$ cat config.mk
export PLATFORM = sky130hd
export DESIGN_NAME = vga_timing_gen
export DESIGN_NICKNAME = d
export VERILOG_FILES = /design/src/rtl/vga_timing_gen.sv
export SDC_FILE = /design/constraint.sdc
export NUM_CORES = 1
export LEC_CHECK = 0
export CAP_MARGIN = 20
export CORE_ASPECT_RATIO = 1.25
export CORE_UTILIZATION = 55
export CTS_CLUSTER_DIAMETER = 40
export DETAILED_ROUTE_END_ITERATION = 16
export PLACE_DENSITY = 0.92
export SYNTH_ARGS = -nofsm -noshare
export SYNTH_HDL_FRONTEND = slang
export SYNTH_SLANG_ARGS = --single-unit
$ cat constraint.sdc
create_clock -name i_clk -period 3.5 [get_ports i_clk]
set_input_delay 0.35 -clock i_clk [delete_from_list [all_inputs] [get_ports i_clk]]
set_output_delay 0.35 -clock i_clk [all_outputs]
set_load 0.02 [all_outputs]
$ cat src/rtl/vga_timing_gen.sv
// Purpose: parametrised VGA raster timing generator with colour re-alignment pipeline.
// Latency: coordinates 1 clock after counter; pins DRAW_LAT+1 clocks after coordinates.
// Backpressure: none; free-running raster, draw_* sampled unconditionally every clock.
module vga_timing_gen #(
    parameter int H_ACTIVE = 1440,
    parameter int H_FP     = 80,
    parameter int H_SYNC   = 152,
    parameter int H_BP     = 232,
    parameter int V_ACTIVE = 900,
    parameter int V_FP     = 1,
    parameter int V_SYNC   = 3,
    parameter int V_BP     = 28,
    parameter bit HS_POL   = 1'b0,
    parameter bit VS_POL   = 1'b1,
    parameter int COLOR_W  = 4,
    parameter int DRAW_LAT = 0,
    localparam int X_W     = (H_ACTIVE > 1) ? $clog2(H_ACTIVE) : 1,
    localparam int Y_W     = (V_ACTIVE > 1) ? $clog2(V_ACTIVE) : 1
) (
    input  logic               i_clk,
    input  logic               i_rst,
    input  logic [COLOR_W-1:0] i_draw_r,
    input  logic [COLOR_W-1:0] i_draw_g,
    input  logic [COLOR_W-1:0] i_draw_b,
    output logic [X_W-1:0]     o_curr_x,
    output logic [Y_W-1:0]     o_curr_y,
    output logic               o_coord_valid,
    output logic               o_frame_start,
    output logic               o_hsync,
    output logic               o_vsync,
    output logic               o_de,
    output logic [COLOR_W-1:0] o_pix_r,
    output logic [COLOR_W-1:0] o_pix_g,
    output logic [COLOR_W-1:0] o_pix_b
);

    localparam int H_TOTAL = H_SYNC + H_BP + H_ACTIVE + H_FP;
    localparam int V_TOTAL = V_SYNC + V_BP + V_ACTIVE + V_FP;
    // One spare count of headroom so the active-end bound never aliases to 0
    localparam int HC_W    = $clog2(H_TOTAL + 1);
    localparam int VC_W    = $clog2(V_TOTAL + 1);

    localparam logic [HC_W-1:0] H_LAST     = HC_W'(H_TOTAL - 1);
    localparam logic [HC_W-1:0] H_SYNC_END = HC_W'(H_SYNC);
    localparam logic [HC_W-1:0] H_ACT_BEG  = HC_W'(H_SYNC + H_BP);
    localparam logic [HC_W-1:0] H_ACT_END  = HC_W'(H_SYNC + H_BP + H_ACTIVE);
    localparam logic [VC_W-1:0] V_LAST     = VC_W'(V_TOTAL - 1);
    localparam logic [VC_W-1:0] V_SYNC_END = VC_W'(V_SYNC);
    localparam logic [VC_W-1:0] V_ACT_BEG  = VC_W'(V_SYNC + V_BP);
    localparam logic [VC_W-1:0] V_ACT_END  = VC_W'(V_SYNC + V_BP + V_ACTIVE);

    logic [HC_W-1:0]    r_h_cnt;
    logic [VC_W-1:0]    r_v_cnt;
    logic               w_h_last;
    logic               w_v_last;
    logic               w_active;
    logic               w_hs_raw;
    logic               w_vs_raw;

    logic [X_W-1:0]     r_curr_x;
    logic [Y_W-1:0]     r_curr_y;
    logic               r_coord_valid;
    logic               r_frame_start;
    logic               r_hs_raw;
    logic               r_vs_raw;

    logic [DRAW_LAT:0]  r_hs_sr;
    logic [DRAW_LAT:0]  r_vs_sr;
    logic [DRAW_LAT:0]  r_de_sr;
    logic [COLOR_W-1:0] r_draw_r;
    logic [COLOR_W-1:0] r_draw_g;
    logic [COLOR_W-1:0] r_draw_b;
    logic               w_de;

    // Position decode of the current counter state
    always_comb begin
        w_h_last = (r_h_cnt == H_LAST);
        w_v_last = (r_v_cnt == V_LAST);
        w_active = (r_h_cnt >= H_ACT_BEG) && (r_h_cnt < H_ACT_END) &&
                   (r_v_cnt >= V_ACT_BEG) && (r_v_cnt < V_ACT_END);
        w_hs_raw = (r_h_cnt < H_SYNC_END) ? HS_POL : ~HS_POL;
        w_vs_raw = (r_v_cnt < V_SYNC_END) ? VS_POL : ~VS_POL;
    end

    // Raster counters: h wraps every line, v advances only on the h wrap
    always_ff @(posedge i_clk or posedge i_rst) begin
        if (i_rst) begin
            r_h_cnt <= '0;
            r_v_cnt <= '0;
        end else if (w_h_last) begin
            r_h_cnt <= '0;
            r_v_cnt <= w_v_last ? '0 : r_v_cnt + VC_W'(1);
        end else begin
            r_h_cnt <= r_h_cnt + HC_W'(1);
        end
    end

    // Coordinate stage: everything the draw logic sees, plus raw syncs kept in phase with it
    always_ff @(posedge i_clk or posedge i_rst) begin
        if (i_rst) begin
            r_curr_x      <= '0;
            r_curr_y      <= '0;
            r_coord_valid <= 1'b0;
            r_frame_start <= 1'b0;
            r_hs_raw      <= ~HS_POL;
            r_vs_raw      <= ~VS_POL;
        end else begin
            r_curr_x      <= w_active ? X_W'(r_h_cnt - H_ACT_BEG) : '0;
            r_curr_y      <= w_active ? Y_W'(r_v_cnt - V_ACT_BEG) : '0;
            r_coord_valid <= w_active;
            r_frame_start <= (r_h_cnt == '0) && (r_v_cnt == '0);
            r_hs_raw      <= w_hs_raw;
            r_vs_raw      <= w_vs_raw;
        end
    end

    // Delay syncs/DE by the draw latency plus the colour register so they meet the colour at the pins
    always_ff @(posedge i_clk or posedge i_rst) begin
        if (i_rst) begin
            r_hs_sr <= {(DRAW_LAT + 1){~HS_POL}};
            r_vs_sr <= {(DRAW_LAT + 1){~VS_POL}};
            r_de_sr <= '0;
        end else begin
            r_hs_sr[0] <= r_hs_raw;
            r_vs_sr[0] <= r_vs_raw;
            r_de_sr[0] <= r_coord_valid;
            for (int i = 1; i <= DRAW_LAT; i++) begin
                r_hs_sr[i] <= r_hs_sr[i-1];
                r_vs_sr[i] <= r_vs_sr[i-1];
                r_de_sr[i] <= r_de_sr[i-1];
            end
        end
    end

    // Single register on the returning colour
    always_ff @(posedge i_clk or posedge i_rst) begin
        if (i_rst) begin
            r_draw_r <= '0;
            r_draw_g <= '0;
            r_draw_b <= '0;
        end else begin
            r_draw_r <= i_draw_r;
            r_draw_g <= i_draw_g;
            r_draw_b <= i_draw_b;
        end
    end

    // Pin drive: colour blanked whenever the aligned DE is low
    always_comb begin
        w_de          = r_de_sr[DRAW_LAT];
        o_hsync       = r_hs_sr[DRAW_LAT];
        o_vsync       = r_vs_sr[DRAW_LAT];
        o_de          = w_de;
        o_pix_r       = w_de ? r_draw_r : '0;
        o_pix_g       = w_de ? r_draw_g : '0;
        o_pix_b       = w_de ? r_draw_b : '0;
        o_curr_x      = r_curr_x;
        o_curr_y      = r_curr_y;
        o_coord_valid = r_coord_valid;
        o_frame_start = r_frame_start;
    end

endmodule

==> results of run 1 <==
==> cell usage in the layout (no fill, tap or decap), types with 3 or more instances in the layout <==
master           instances
nor2_1                  31
or3_1                    6
ha_1                     8
clkdlybuf4s50_1         51
clkbuf_8                10
dfrtp_1                 59
nor3_1                   8
nand3_1                 14
inv_1                   14
a21oi_1                  3
o31ai_1                  3
o21ai_0                  6
a31oi_1                  3
nand2_1                 14
xnor2_1                 13
nor4_1                   4
xor2_1                   4
and2_1                  13
==> power by group through the flow <==
| stage | Sequential, mW | Clock, mW | Combinational, mW |
|---|---|---|---|
| 2_1_floorplan | 0.726 | 0 | 0.0103 |
| 3_3_place_gp | 0.726 | 0 | 0.0286 |
| 3_5_place_dp | 0.727 | 0 | 0.0295 |
| 4_1_cts | 0.714 | 0.543 | 0.0296 |
| 5_1_grt | 0.713 | 0.569 | 0.0321 |
| 6_report | 0.714 | 0.528 | 0.0282 |
==> registers in the layout (all words and copies together) (netlist names) <==
register       cells
o_curr_x          11
r_h_cnt           11
o_curr_y          10
r_v_cnt           10
r_draw_b           4
r_draw_g           4
r_draw_r           4
o_coord_valid      1
o_de               1
o_frame_start      1
o_hsync            1
o_vsync            1
r_hs_raw           1
r_vs_raw           1
==> cell families (layout without fill, tap and decap cells) <==
| group | count (synthesis) | count (layout) | synth area share, % |
|---|---|---|---|
| xor+xnor | 17 | 17 | 5.43 |
| mux | 2 | 2 | 0.776 |
| buf+inv | 30 | 83 | 6.66 |
| fa+ha+maj | 8 | 8 | 3.65 |
| flops | 61 | 61 | 55.7 |
| simple gates | 108 | 108 | 21.3 |
| compound gates | 25 | 25 | 6.43 |
==> worst max path at each step <==
| stage | to | slack (ps) | cells past startpoint | start |
|---|---|---|---|---|
| after floorplan | o_coord_valid$_DFF_PP0_ | 1640 | 1 | i_rst |
| after global placement | o_curr_y[3]$_DFF_PP0_ | 1410 | 6 | r_h_cnt[7]$_DFF_PP0_ |
| after detailed placement | o_curr_y[7]$_DFF_PP0_ | 1270 | 4 | r_v_cnt[6]$_DFFE_PP0N_ |
| after CTS | o_curr_y[7]$_DFF_PP0_ | 1270 | 4 | r_v_cnt[6]$_DFFE_PP0N_ |
| after global routing | o_curr_y[7]$_DFF_PP0_ | 1160 | 4 | r_v_cnt[6]$_DFFE_PP0N_ |
| final | o_curr_y[7]$_DFF_PP0_ | 1320 | 4 | r_v_cnt[6]$_DFFE_PP0N_ |
==> through the flow <==
step / cells / hold slack, ps
floorplan: 251 / 331
global placement: 349 / 332
finish: 364 / 355
detailed placement: 349 / 343
global route: 364 / 360
CTS: 364 / 359
==> cell type report <==
type	count	area share (%)
sequential	61	45.2
multi-input combinational	160	30.5
timing repair buffer	53	15.5
clock buffer	11	4.18
tap	60	2.22
inverter	15	1.66
clock inverter	4	0.740
==> layer usage <==
layer | global-route usage (%) | vias to the layer above
met1 | 26.5 | 955
li1 | - | 945
met4 | 12.4 | 0
met2 | 38.1 | 79
met3 | 7.02 | 13
met5 | 0 | -
==> worst register-to-register path: stages (launching register included) <==
cell      delay, ps
dfrtp_1         500
or4_4           630
o221ai_2        170
nand4_2         510
nor2_1          290
==> results.toml, run 1 <==
[status]
status = "complete, no violations"

[clock_network]
clockBufferDepth = 2
cts_made_buffers = 9
cts_setup_buffers = 0
clock-sinks = 61
cts_tree = "done"
clk_pin_slew_worst_paths_ps = 60
cts_max_level = 3
cts_resized = 0
cts_root_buf = "clkbuf_8"
clk_latency_ps = 340
cts_hold_buf = 0

[route]
routed-wl-met3_um = 354
num_vias = 1992
met2_wirelength_mm = 2.67
routedWlPerCell_um = 14.7
drtPass1Iterations = 5
route.top_layer_used = "met4"
via_per_inst = 5.47
wl_met1_mm = 2.18
wirelength_mm = 5.34
drt_iter0_drc = 80
ant_nets = 0
drc = 0

[logic_synthesis]
synthTopCellsByCount = "dfrtp_1 (59), nor2_1 (31), inv_1 (15)"
synth_area_mm2 = 0.00274
synthesis.nets = 273
yosysSeqAreaShare_pct = 55.7
ys_async_sr_fraction_pct = 100
synth_top_area_share_pct = 53.8
yosys-top-cells-area = "dfrtp_1 (54%), nor2_1 (4.2%), xnor2_1 (4.2%)"
yosysUniqueCellTypes = 51
synth_area_leader_cell = "dfrtp_1"
ys_dominant_reg_cell = "dfrtp_1"
yosysMostFrequentCell = "dfrtp_1"
syn_inst = 251
yosys_register_bits = 61
syn_area_per_cell_um2 = 10.9
yosys_warnings = 0
synth_edf_count = 0

[worst_setup_path]
endpoint_kind = "flop"
regToRegStartpoint = "r_v_cnt[6]$_DFFE_PP0N_"
cp_num_buf_inv = 0
worst_r2r_path_depth = 4
crit_family = "simple AND/OR/NAND/NOR gates"
reg2reg_to = "o_curr_y[7]$_DFF_PP0_"
critical_path.slowest_cell = "or4_4"
r2r_setup_slack_ps = 1320
crit_fanout = 22
crit_path_start_kind = "flop"
cp_cell_sequence = "or4_4, o221ai_2, nand4_2, nor2_1"
required_ps = 3750
max_stage_delay_ps = 620
crit_arrival_ps = 2430
critical_path_class = "flop to flop"

[pwr]
ir_drop_mv = 0.313
pwr-share-clk_pct = 41.6
powerDensity_mw_per_mm2 = 375
switching_share_pct = 21.7
seqPwrFrac_pct = 56.2
power_mw = 1.27
p_leak_nw = 1.51
netSwitchingPower_mw = 0.275
pwr-share-comb_pct = 2.2
power.internal_mw = 0.995

[global_route]
grt_pass1_wl_mm = 8.97
grt_max_degree = 35
overflow = 0
grt_pass1_vias = 1950
grt.total_usage_pct = 23.0
antenna_found_initial = 0

[floorplanning]
initial_utilization_pct = 57.6
fp-row-count = 28
die_area_mm2 = 0.00527
dieWidth_um = 65.2
io_pins = 52
die_h_um = 81.0
core_area_mm2 = 0.00476

[min_path]
min-delay-start = "r_vs_raw$_DFF_PP0_"
min_to = "o_vsync$_DFF_PP0_"
hold_path_class = "flop to flop"
hold_depth = 0

[placed_design]
hpwl_mm = 3.81
dp_slack_ps = 1270
io_buffers = 51
gp_congestion = 0.919
placed_area_mm2 = 0.00322

[sta]
fin_crit_sh_pct = 62.4
setup-violations-final = 0
tightestPinTransition_ps = 689
finalCriticalPeriod_ps = 2180
post-route-worst-setup-slack_ps = 1320
fmax_ghz = 0.458
skew_ps = 7.37
timing.final.hold_violations = 0
rsz0062_at_grt = "false"
slew_violations = 0
setup_tns_ps = 0
slew_headroom_pct = 54.0

[layout]
syn_to_final_growth_pct = 23.4
final_util_pct = 71.0
antennaDiodeCount = 0
nets = 322
multi_input_area_mm2 = 0.00103
num-fill-cells = 334
regArea_mm2 = 0.00153
finalInstanceArea_mm2 = 0.00338
drive_gt1_share_pct = 9.54

[flow_run]
cap_violations = 0
Note: power is estimated with default switching activity, not from simulation.
==> run 2: changes to the inputs <==
--- a/config.mk
+++ b/config.mk
@@ -7,10 +7,10 @@
 export LEC_CHECK = 0
 export CAP_MARGIN = 20
 export CORE_ASPECT_RATIO = 1.25
-export CORE_UTILIZATION = 55
+export CORE_UTILIZATION = 51
 export CTS_CLUSTER_DIAMETER = 40
 export DETAILED_ROUTE_END_ITERATION = 16
-export PLACE_DENSITY = 0.92
+export PLACE_DENSITY = 0.86
 export SYNTH_ARGS = -nofsm -noshare
 export SYNTH_HDL_FRONTEND = slang
 export SYNTH_SLANG_ARGS = --single-unit
==> constraint.sdc (replaced) <==
create_clock -name i_clk -period 2.2 [get_ports i_clk]
set_input_delay 0.22 -clock i_clk [delete_from_list [all_inputs] [get_ports i_clk]]
set_output_delay 0.22 -clock i_clk [all_outputs]
set_load 0.02 [all_outputs]
==> run 2 against run 1 <==
Core utilization down 1.7 points. Power increased by 81%. Final cell count grew 3.3%. Die area rose by 7.6%. Sequential share of layout area decreased by 2.1 points. Non-clock buffer count rose by 9. Maximum frequency is 14% higher. Via count rose by 2.7%. Sequential cell count unchanged. Critical path depth grew 2. Critical path type unchanged. Largest power group unchanged.
==> results.toml, run 2 (synthesis results as in run 1) <==
[status]
status = "complete, no violations"

[sta]
holdWs_ps = 252
tightestPinTransition_ps = 553
slew_violations = 0
setup_tns_ps = 0
fmax_ghz = 0.524
post-route-worst-setup-slack_ps = 291
slew_headroom_pct = 63.1
setup-violations-final = 0
timing.final.hold_violations = 0
fin_crit_sh_pct = 86.8
rsz0062_at_grt = "false"
finalCriticalPeriod_ps = 1910
skew_ps = 11.2

[pwr]
pwr-share-clk_pct = 48.3
p_leak_nw = 1.60
ir_drop_mv = 0.551
powerDensity_mw_per_mm2 = 648
switching_share_pct = 20.5
power.internal_mw = 1.83
seqPwrFrac_pct = 49.4
pwr-share-comb_pct = 2.3
netSwitchingPower_mw = 0.472

[worst_setup_path]
crit_arrival_ps = 2130
required_ps = 2420
endpoint_kind = "flop"
crit_fanout = 20
crit_path_start_kind = "flop"
worst_r2r_path_depth = 6
critical_path_class = "flop to flop"

[layout]
antennaDiodeCount = 0
drive_gt1_share_pct = 12.7
finalInstanceArea_mm2 = 0.00355
final_common_cell = "dfrtp_1"
final_cell_mix = "dfrtp_1 (59), clkdlybuf4s50_1 (51), nor2_1 (31)"
nets = 331
final_util_pct = 69.4
syn_to_final_growth_pct = 29.4

[clock_network]
cts_made_buffers = 9
clockBufferDepth = 2
cts_hold_buf = 0
cts_max_level = 3
clk_latency_ps = 340
cts_root_buf = "clkbuf_8"
cts_setup_buffers = 0
cts_resized = 0
clock-sinks = 61
cts_tree = "done"
clk_pin_slew_worst_paths_ps = 70

[placed_design]
io_buffers = 51
hpwl_mm = 3.81
gp_congestion = 0.881
placed_area_mm2 = 0.00332
dp_slack_ps = 295

[route]
drtPass1Iterations = 5
drc = 0
routedWlPerCell_um = 14.7
wirelength_mm = 5.53
drt_iter0_drc = 79
num_vias = 2045
via_per_inst = 5.44
ant_nets = 0

[global_route]
grt.total_usage_pct = 22.1
antenna_found_initial = 0
grt_pass1_vias = 1927
top_usage_layer = "met2"
grt_max_degree = 25
use_met3_pct = 6.28
overflow = 0
use_met1_pct = 27.7
grt_pass1_wl_mm = 9.11
gr-usage-met2_pct = 34.4

[floorplanning]
io_pins = 52
die_area_mm2 = 0.00568
die_h_um = 84.0
dieWidth_um = 67.6
initial_utilization_pct = 53.6
core_area_mm2 = 0.00512
fp-row-count = 29

[min_path]
hold_path_class = "primary input to async pin"

[flow_run]
cap_violations = 0
run 2: power groups by stage:
stage | sequential (mW) | combinational, mW | clock, mW
6_report | 1.14 | 0.0533 | 1.11
5_1_grt | 1.14 | 0.0594 | 1.19
4_1_cts | 1.14 | 0.0555 | 1.13
3_5_place_dp | 1.16 | 0.0543 | 0
3_3_place_gp | 1.16 | 0.0526 | 0
2_1_floorplan | 1.15 | 0.0163 | 0
run 2: per-layer routing:
metal  wire length [um]  vias to the layer above
met2               2750                       79
met1               2320                      994
li1                   -                      963
met5                  0                        -
met3                355                        9
met4                101                        0
run 2: stage by stage:
step,total power [mW],instances
after floorplan,1.17,251
after global placement,1.21,360
after detailed placement,1.21,360
after CTS,2.32,376
after global routing,2.39,376
final,2.30,376
run 2: area by class of cell:
type                    instances  area, um2
flip-flops and latches         61       1530
clock buffers                  10        138
multi-input cells             160       1030
well taps                      62       77.6
inverters                      15       56.3
fillers                       376       1570
repair buffers                 62        631
clock inverters                 6       86.3
run 2: worst max-delay path, cell delays in order (launching register included):
cell,delay (ps)
dfrtp_1,490
ha_1,290
or3_2,410
a41o_1,220
nand4_2,140
buf_12,170
nor2_1,60
run 2: final timing paths:
check / from / endpoint / slack, ps
max: r_h_cnt[7]$_DFF_PP0_ / o_curr_x[9]$_DFF_PP0_ / 290
min: i_rst / o_de$_DFF_PP0_ / 250
max reg2reg: r_h_cnt[7]$_DFF_PP0_ / o_curr_x[9]$_DFF_PP0_ / 290
min reg2reg: r_vs_raw$_DFF_PP0_ / o_vsync$_DFF_PP0_ / 350
max in group asynchronous: i_rst / r_v_cnt[9]$_DFFE_PP0N_ / 1440
min in group i_clk: i_draw_g[0] / r_draw_g[0]$_DFF_PP0_ / 320
==> variant (flow settings as in run 2) <==
The parameter `COLOR_W` goes from 4 to 6.
--- a/src/rtl/vga_timing_gen.sv
+++ b/src/rtl/vga_timing_gen.sv
@@ -14,3 +14,3 @@
     parameter bit VS_POL   = 1'b1,
-    parameter int COLOR_W  = 4,
+    parameter int COLOR_W  = 6,
     parameter int DRAW_LAT = 0,
Ports: changed (6 resized); port bits go from 52 to 64. No check against the original RTL was run, so the function may have changed too.
==> variant against run 2 <==
Worst setup slack got worse by 0.074 ns. Area after synthesis increased by 7.0%. Total power increased by 12%. Final area increased by 9.6%. Sequential cell count increased by 6. Via count increased by 8.2%. Routed wire length increased by 19%. Non-clock buffer count increased by 12. First-iteration DRC count increased by 130%.
==> variant: results (changes against run 2) <==
metric;value;unit;change
final instance area;3890;µm²;+9.6%
worst path arrival time;1.76;ns;-0.37 ns
global-route wire length before repair;10700;µm;+18%
post-synthesis adder-cell area fraction;3.41;%;-0.24 points
reg2reg start;r_h_cnt[0];;
Non-clock buffers;74;;+19%
Placed Cells;383;;+6.4%
Leak Pwr;1.73;nW;+7.7%
mux contribution to synthesized area;1.45;%;+0.67 points
Post-synth top cells;dfrtp_1, nor2_1, nor3_1;;
post-place setup slack;0.264;ns;-0.0315 ns
WL met1;2630;µm;+13%
First-pass DRT Iterations;4;;-1
DP HPWL;4150;µm;+8.9%
Vias;2213;;+8.2%
Internal;2.07;mW;+13%
invs w/o clock;8;;-7
CP max-delay cell;clkdlybuf4s50_1;;
met3 wire length;444;µm;+25%
met2 Use GR;39.1;%;+4.7 points
met2 routed WL;3330;µm;+21%
Net Sw Power;0.512;mW;+8.4%
largest net degree at the start of global routing;68;;+170%
synthesized flop and latch total;67;;+9.8%
status;completed;;
all-layer global routing usage;23.5;%;+1.4 points
Fill cells;344;;-8.5%
post-route non-filler standard cell count;399;;+6.1%
R2R Setup Slk;0.22;ns;-0.07 ns
CP max FO;19;;-5.0%
worst vdd ir;0.000323;V;-41%
max incr delay on CP;0.62;ns;+0.13 ns
WL final;6560;µm;+19%
placer congestion estimate;0.903;;+2.5%
Fin Clk Skew;0.00782;ns;-0.00343 ns
R2R depth;7;;+1
Unique masters post-synth;47;;-7.8%
syn avg cell area;11.2;µm²;+2.5%
[variant: cell count changes after synthesis, moves of 4 or more]
cell	before	now
nor3b_1	1	7
nor3_1	8	21
xnor2_1	13	9
nor2_1	31	27
buf_4	1	8
dfrtp_1	59	65
inv_1	15	8
and2_1	13	18
buf_6	7	3
[variant: worst min-delay path, stage by stage]
cell	delay, ns
clkdlybuf4s50_1	0.42
inv_2	0.08
buf_12	0.30
[variant: worst max-delay path by stage]
stage / to / slack, ns / depth (start not counted)
6_report: o_pix_g[5] / 0.22 / 2
4_1_cts: o_pix_g[5] / 0.19 / 2
3_3_place_gp: r_v_cnt[6] / 0.32 / 5
5_1_grt: o_curr_x[6] / 0.08 / 7
2_1_floorplan: r_v_cnt[6] / 0.29 / 6
3_5_place_dp: r_v_cnt[6] / 0.26 / 5
[variant: cell families after synthesis]
kind of cell,Yosys count
simple gates,120
xor+xnor,17
mux,4
fa+ha+maj,8
compound gates,21
buf+inv,25
flops,67
